<file path="src/rtl/shift_pkg.sv">
// Shared definitions for the shift execute stage: op encodings and the S1 payload.
package shift_pkg;

  localparam logic [1:0] OP_SLL  = 2'b00;
  localparam logic [1:0] OP_SRL  = 2'b01;
  localparam logic [1:0] OP_RSVD = 2'b10;
  localparam logic [1:0] OP_SRA  = 2'b11;

  // rd is carried at a fixed maximum width; the stage uses the low TAG_W bits.
  localparam int RD_W_MAX = 16;

  typedef struct packed {
    logic [1:0]          op;
    logic [31:0]         data;
    logic [4:0]          shamt;
    logic [RD_W_MAX-1:0] rd;
  } s1_pay_t;

endpackage

</file>
<file path="src/rtl/barrelshifter32.sv">
// Combinational 32-bit barrel shifter: logical left, logical right, arithmetic right.
module barrelshifter32 (
  input  logic [31:0] i,
  input  logic [4:0]  s,
  input  logic        is_left,
  input  logic        is_sra,
  output logic [31:0] o
);

  logic [5:0][31:0] stage;
  logic             fill;

  assign fill = is_sra & ~is_left & i[31];

  // Left shifts reuse the right-shift network by bit-reversing in and out.
  genvar gi;
  generate
    for (gi = 0; gi < 32; gi++) begin : g_rev
      assign stage[0][gi] = is_left ? i[31-gi] : i[gi];
      assign o[gi]        = is_left ? stage[5][31-gi] : stage[5][gi];
    end
    for (gi = 0; gi < 5; gi++) begin : g_stage
      localparam int SH = 1 << gi;
      assign stage[gi+1] = s[gi] ? {{SH{fill}}, stage[gi][31:SH]} : stage[gi];
    end
  endgenerate

endmodule

</file>
<file path="src/rtl/shift_exec_stage.sv">
// Two-stage execute wrapper around barrelshifter32 with valid/ready on both sides,
// flush, and a saturating counter of reserved ops delivered to writeback.
module shift_exec_stage
  import shift_pkg::*;
#(
  parameter int TAG_W         = 5,
  parameter int ILLEGAL_CNT_W = 8
) (
  input  logic                     clk,
  input  logic                     rst_n,
  input  logic                     flush,
  input  logic                     in_valid,
  output logic                     in_ready,
  input  logic [1:0]               in_op,
  input  logic [31:0]              in_data,
  input  logic [31:0]              in_rs2,
  input  logic [4:0]               in_imm_shamt,
  input  logic                     in_use_imm,
  input  logic [TAG_W-1:0]         in_rd,
  output logic                     out_valid,
  input  logic                     out_ready,
  output logic [31:0]              out_result,
  output logic [TAG_W-1:0]         out_rd,
  output logic                     out_illegal,
  output logic [ILLEGAL_CNT_W-1:0] illegal_cnt
);

  s1_pay_t                  s1_q, s1_d;
  logic                     s1_valid_q, s1_valid_d;
  logic                     s2_valid_q, s2_valid_d;
  logic [31:0]              result_q, result_d;
  logic [TAG_W-1:0]         rd_q, rd_d;
  logic                     illegal_q, illegal_d;
  logic [ILLEGAL_CNT_W-1:0] cnt_q, cnt_d;

  logic        s1_adv, s2_adv, in_fire, out_fire;
  logic [31:0] shift_out;

  logic unused_bits;
  assign unused_bits = ^{in_rs2[31:5], s1_q.rd};

  assign s2_adv   = !s2_valid_q || out_ready;
  assign s1_adv   = !s1_valid_q || s2_adv;
  assign in_ready = s1_adv;
  assign in_fire  = in_valid && s1_adv;
  assign out_fire = s2_valid_q && out_ready;

  barrelshifter32 u_shifter (
    .i       (s1_q.data),
    .s       (s1_q.shamt),
    .is_left (s1_q.op == OP_SLL),
    .is_sra  (s1_q.op == OP_SRA),
    .o       (shift_out)
  );

  always_comb begin
    s1_valid_d = s1_valid_q;
    s1_d       = s1_q;
    s2_valid_d = s2_valid_q;
    result_d   = result_q;
    rd_d       = rd_q;
    illegal_d  = illegal_q;
    cnt_d      = cnt_q;

    if (s1_adv) begin
      s1_valid_d = in_valid;
      if (in_fire) begin
        s1_d.op    = in_op;
        s1_d.data  = in_data;
        s1_d.shamt = in_use_imm ? in_imm_shamt : in_rs2[4:0];
        s1_d.rd    = RD_W_MAX'(in_rd);
      end
    end

    if (s2_adv) begin
      s2_valid_d = s1_valid_q;
      if (s1_valid_q) begin
        result_d  = (s1_q.op == OP_RSVD) ? 32'h0 : shift_out;
        rd_d      = s1_q.rd[TAG_W-1:0];
        illegal_d = (s1_q.op == OP_RSVD);
      end
    end

    // A delivery in the flush cycle still counts; flush only kills the valids.
    if (out_fire && illegal_q && (cnt_q != {ILLEGAL_CNT_W{1'b1}}))
      cnt_d = cnt_q + ILLEGAL_CNT_W'(1);

    if (flush) begin
      s1_valid_d = 1'b0;
      s2_valid_d = 1'b0;
    end
  end

  always_ff @(posedge clk or negedge rst_n) begin
    if (!rst_n) begin
      s1_valid_q <= 1'b0;
      s1_q       <= '0;
      s2_valid_q <= 1'b0;
      result_q   <= 32'h0;
      rd_q       <= '0;
      illegal_q  <= 1'b0;
      cnt_q      <= '0;
    end else begin
      s1_valid_q <= s1_valid_d;
      s1_q       <= s1_d;
      s2_valid_q <= s2_valid_d;
      result_q   <= result_d;
      rd_q       <= rd_d;
      illegal_q  <= illegal_d;
      cnt_q      <= cnt_d;
    end
  end

  assign out_valid   = s2_valid_q;
  assign out_result  = result_q;
  assign out_rd      = rd_q;
  assign out_illegal = illegal_q;
  assign illegal_cnt = cnt_q;

endmodule
</file>
<file path="config.mk">
export PLATFORM = sky130hd
export DESIGN_NAME = shift_exec_stage
export DESIGN_NICKNAME = d
export VERILOG_FILES = /design/src/rtl/shift_pkg.sv /design/src/rtl/barrelshifter32.sv /design/src/rtl/shift_exec_stage.sv
export SDC_FILE = /design/constraint.sdc
export NUM_CORES = 1
export LEC_CHECK = 0
export CAP_MARGIN = 20
export CORE_MARGIN = 2
export CORE_UTILIZATION = 30
export CTS_BUF_LIST = sky130_fd_sc_hd__clkbuf_8
export CTS_CLUSTER_SIZE = 28
export DETAILED_ROUTE_END_ITERATION = 12
export PLACE_DENSITY = 0.52
export SYNTH_ARGS = -nofsm -noshare
export SYNTH_HDL_FRONTEND = slang
export SYNTH_HIERARCHICAL = 1
export SYNTH_SLANG_ARGS = --single-unit
export TNS_END_PERCENT = 1
</file>
<file path="constraint.sdc">
create_clock -name clk -period 2.98 [get_ports clk]
set_input_delay 0.447 -clock clk [delete_from_list [all_inputs] [get_ports clk]]
set_output_delay 0.447 -clock clk [all_outputs]
set_load 0.03 [all_outputs]
</file>
Yosys cells after proc, flatten, opt, wreduce, memory -nomap -nowiden
Cells that the tools add are included.
{"block": "op_classes", "div_mod_pow": 0, "n_reduce_logical": 13, "multipliers": 0, "eq_ne": 3, "bitwise": 3, "shifts": 0, "muxes": 75, "order_cmp": 0, "add_sub_neg": 1}
{"cell": "$mux W32", "n": 6}
{"cell": "$mux W1", "n": 68}
{"cell": "$add A8 B1 Y8 const B", "n": 1}
{"cell": "$ne A8 B8 Y1 const B", "n": 1}
{"cell": "$mux W5", "n": 1}
{"cell": "$eq A2 B2 Y1 const B", "n": 2}
{"cell": "$logic_and A1 B1 Y1", "n": 4}
{"cell": "$reduce_and A2 Y1", "n": 2}
{"cell": "$reduce_bool A2 Y1", "n": 2}
{"cell": "$and A1 B1 Y1", "n": 2}
{"cell": "$logic_not A1 Y1", "n": 2}
{"cell": "$logic_not A2 Y1", "n": 1}
{"cell": "$logic_or A1 B1 Y1", "n": 2}
{"cell": "$not A1 Y1", "n": 1}
{"block": "totals", "inputBits": 82, "romBits": 0, "out_inout_bits": 48, "latch_bits": 0, "ff_bits": 92, "ram_bits": 0, "n_memories": 0}

Longest topological paths before layout
{"block": "depth", "ltp_word": 11, "depth_mapped": 11}

By module
Netlist, hierarchy kept.
{"module": "shift_exec_stage", "seq_area_each_um2": 2302.2, "area_per_inst_um2": 3818.7, "cells_each": 233, "n_inst": 1}
{"module": "barrelshifter32", "seq_area_each_um2": 0.0, "area_per_inst_um2": 3385.7, "cells_each": 440, "n_inst": 1}

Worst setup path after synthesis
OpenSTA, ideal clock, no wires.
{"block": "synth_timing", "path_kind": "reg2reg", "from": "reg s1_q[54] in the netlist's numbering", "to": "reg result_q[28], in the netlist out_result[28]", "path_buffers": 3, "setup_ps": 121, "slack_ps": 508, "arrival_time_ps": 2351, "required_ps": 2859, "path_stages_with_launch": 12, "period_less_slack_ps": 2472, "cell_sequence": "dfrtp_1 > nor2_1 > buf_2 > buf_2 > buf_2 > nand2_1 > nor3_1 > nor4_1 > o21bai_1 > a221oi_1 > a31oi_1 > a22o_1"}
{"block": "synth_via", "elab_chain_len": 11, "elab_cells_between_ends": 42}
{"element": "start, declared", "line": "shift_exec_stage.sv:28", "text": "s1_pay_t s1_q, s1_d;"}
{"element": "start signal, assigned", "line": "shift_exec_stage.sv:97", "text": "s1_q <= '0;"}
{"element": "start signal, assigned", "line": "shift_exec_stage.sv:105", "text": "s1_q <= s1_d;"}
{"element": "$logic_not A2 Y1", "line": "shift_exec_stage.sv:51", "text": ".is_left (s1_q.op == OP_SLL),"}
{"element": "$not A1 Y1", "line": "barrelshifter32.sv:13", "text": "assign fill = is_sra & ~is_left & i[31];"}
{"element": "$and A1 B1 Y1 (2 in series)", "line": "barrelshifter32.sv:13"}
{"element": "$mux W32 (5 in series)", "line": "barrelshifter32.sv:24", "text": "assign stage[gi+1] = s[gi] ? {{SH{fill}}, stage[gi][31:SH]} : stage[gi];"}
{"element": "$mux W1 (*)", "line": "barrelshifter32.sv:20", "text": "assign o[gi] = is_left ? stage[5][31-gi] : stage[5][gi];"}
{"element": "net shift_out[28]", "line": "shift_exec_stage.sv:37", "text": "logic [31:0] shift_out;"}
{"element": "$mux W32 (*)", "line": "shift_exec_stage.sv:78", "text": "result_d = (s1_q.op == OP_RSVD) ? 32'h0 : shift_out;"}
{"element": "end signal, assigned", "line": "shift_exec_stage.sv:107", "text": "result_q <= result_d;"}
{"element": "end, declared", "line": "shift_exec_stage.sv:31", "text": "logic [31:0] result_q, result_d;"}
Mark *: on every way through the listed nets, which the timed path passes. The rest lies on a longest branch.
A chain may end at the register's enable or synchronous reset.

Worst setup path after layout
{"block": "layout_timing", "from": "reg s1_q[16] in the netlist's numbering", "to": "reg result_q[31], in the netlist out_result[31]"}
{"block": "layout_via", "elab_chain_len": 7}
{"element": "$mux W32 (5 in series)", "line": "barrelshifter32.sv:24"}
{"element": "$mux W1", "line": "barrelshifter32.sv:20"}
{"element": "net shift_out[31]", "line": "shift_exec_stage.sv:37"}
{"element": "$mux W32", "line": "shift_exec_stage.sv:78"}
The timed path passes the listed nets, and every way through them passes these cells.

==> results.yml <==
outcome:
  status: "complete, no violations"
critical_path:
  crit_type: "reg2reg"
  critPathSlowestCell: "dfrtp_4"
  critPathTopFamily: "multiplexers"
  cp_num_buf_inv: 1
  worstPathArrival_ps: 3120
  cp-end-kind: "flip-flop"
  cpMostUsedCell: "mux4_2"
  slowest_delay_ps: 590
  cp-start-kind: "flip-flop"
  timing.rr.start: "s1_q[16]"
  cp_max_fo: 13
  path_cells: "buf_4, mux2i_1, mux4_2, mux4_2, nand2_1, o2111ai_1, o21ai_1, a22o_1"
  required_ps: 3310
  crit_start: "s1_q[16]"
sta:
  hold_viol: 0
  rsz0062_at_grt: "false"
  min_period_ps: 2790
  fmax_ghz: 0.358
  slew_headroom_pct: 55.3
  fin_skew_ps: 15.6
  max_slew.worst_pin.slew_ps: 665
  totalNegativeSetupSlack_ps: 0
  setup_viol: 0
  slew_viol_final: 0
  finalCritPeriodShare_pct: 93.8
yosys:
  syn_inst: 673
  synth.largest_area_cell: "dfrtp_1"
  synthTopCellsByArea: "dfrtp_1 (32%), mux2i_1 (8.9%), mux2_4 (8.3%)"
  synth_compound_area_share_pct: 17.9
  syn_avg_cell_area_sq_um: 10.7
  netlist_area_sq_um: 7200
  synth_top_family_by_area: "multiplexers"
  synth_flop_cell: "dfrtp_1"
  synthesis.nets: 756
  synthMuxAreaShare_pct: 32.4
  netlist-cell-type-count: 78
  synth_fa_ha_area_share_pct: 0.174
  synthXorXnorAreaFrac_pct: 0.243
  synth_top_cell_area_share_pct: 32.0
  ys_ff_latch: 92
  yosys_warnings: 6
  synth_seq_area_share_pct: 32.0
  synth_async_sr_flop_share_pct: 100
  synth-simple-area-share_pct: 11.9
  synth_edf_count: 0
clock_network:
  cts.sinks: 92
  post_cts_buffers: 0
  cts_tree: "built"
  clockBufferDepth: 2
  clk_pin_slew_ps: 100
  worstSkewPairLatency_ps: 380
  h-tree-depth: 3
  cts-resized-gates: 0
  cts_hold_buf: 0
  cts-root-buf: "clkbuf_8"
  cts_made_buffers: 9
finish:
  syn2layout_area_growth_pct: 22.6
  drive_gt1_share_pct: 24.4
  stdcell_area_sq_um: 8830
  nets: 853
  finish.utilization_pct: 37.5
  final_common_cell: "clkdlybuf4s50_1"
  final_cell_mix: "clkdlybuf4s50_1 (101), dfrtp_1 (91), mux2i_1 (64)"
  n_antenna_cell: 0
route:
  drc_errors: 0
  drt-pass1-iter-count: 5
  wl_per_cell_um: 20.0
  viasPerCell: 5.44
  wirelength_mm: 21.9
  vias: 5947
  drt_iter0_markers: 376
  ant_nets: 0
min_path:
  hold_class: "in2async"
power_and_ir_drop:
  leakage_nw: 3.64
  power.density_nw_per_um2: 607
  ir_drop_v: 0.000217
floorplan:
  rows: 56
  dieArea_sq_um: 25300
  io_pins: 130
  floorplan.initialDensity_pct: 30.6
  core_area_sq_um: 23500
  dieHeight_um: 159
  die_x_um: 159
grt:
  antenna_found_initial: 0
  grt_pass1_vias: 5810
  grtUsageTotal_pct: 17.3
  grt_max_degree: 50
  grt_pass1_wl_mm: 34.8
  overflow: 0
placement:
  io_buffer_count: 102
  dp.final_hpwl_mm: 16.7
  place_congestion: 0.918
  placed_area_sq_um: 8610
run:
  cap_violations: 0
path summary, 6_finish.rpt:
path                                   to  slack (ps)  depth (start not counted)
setup / recovery           out_result[31]         190                          8
setup reg to reg           out_result[31]         190                          8
max in group asynchronous   out_result[0]        2240                          2
hold reg to reg             out_result[2]         510                          1
hold / removal             illegal_cnt[2]          60                          1
min in group clk            out_result[2]         510                          1
sequential cells by signal, summed over array words and instances (netlist names):
name,count
illegal_cnt,8
out_valid,1
s1_q,44
s1_valid_q,1
out_illegal,1
out_rd,5
out_result,32
power breakdown:
part	switching, W	internal (W)	leakage (nW)
sequential	0.000250	0.00147	1.13
combinational	0.00146	0.00126	2.41
clock	0.000480	0.000435	0.102
total	0.00219	0.00317	3.64
layer usage:
layer	vias up	global-route usage, %	share of wire (%)
li1	2794	-	-
met1	2899	24.6	47
met2	228	26.9	45
met3	26	3.46	5.9
met4	0	4.83	1.8
met5	-	0	0
metrics by stage:
stage          hold slack [ps]  total power, W  setup slack, ps  instances
3_3_place_gp               489         0.00444              192       1078
2_1_floorplan              151         0.00346              508        673
4_1_cts                   80.5         0.00539              171       1094
3_5_place_dp               493         0.00445              182       1078
6_report                  64.0         0.00536              186       1094
5_1_grt                    115         0.00567             37.6       1094
logic make-up after synthesis:
logic type      Yosys count
buf+inv                  61
xor+xnor                  2
flops                    92
fa+ha+maj                 1
compound gates          173
simple gates            166
mux                     178
layout make-up:
cell class,instances,area (sq um)
flip-flops and latches,92,2310
clock buffers,11,151
repair buffers,139,1360
clock inverters,5,58.8
inverters,8,30.0
multi-input cells,520,4530
well taps,319,399
fillers,2420,14700
synth_stat cells, types with 3 or more instances:
cell / number
a211o_1: 3
mux4_2: 23
mux2i_1: 64
o221ai_1: 3
clkbuf_1: 19
buf_1: 7
buf_12: 4
o211ai_1: 12
a21oi_1: 22
nor2b_1: 7
dfrtp_1: 92
o31ai_1: 4
o21a_1: 6
a22o_1: 33
nand2b_1: 17
o21ai_0: 13
a22oi_1: 5
and3_1: 3
nand2_1: 41
inv_1: 7
a211oi_1: 6
mux2_4: 40
buf_2: 12
nand3_1: 6
a221oi_1: 4
o2111ai_1: 4
nor3_1: 12
nor2_1: 51
or2_2: 4
mux2_2: 51
nand4_1: 3
buf_8: 3
o22ai_1: 15
buf_6: 5
a31oi_1: 9
o22a_1: 7
and2_1: 5
(Power assumes the default switching activity.)
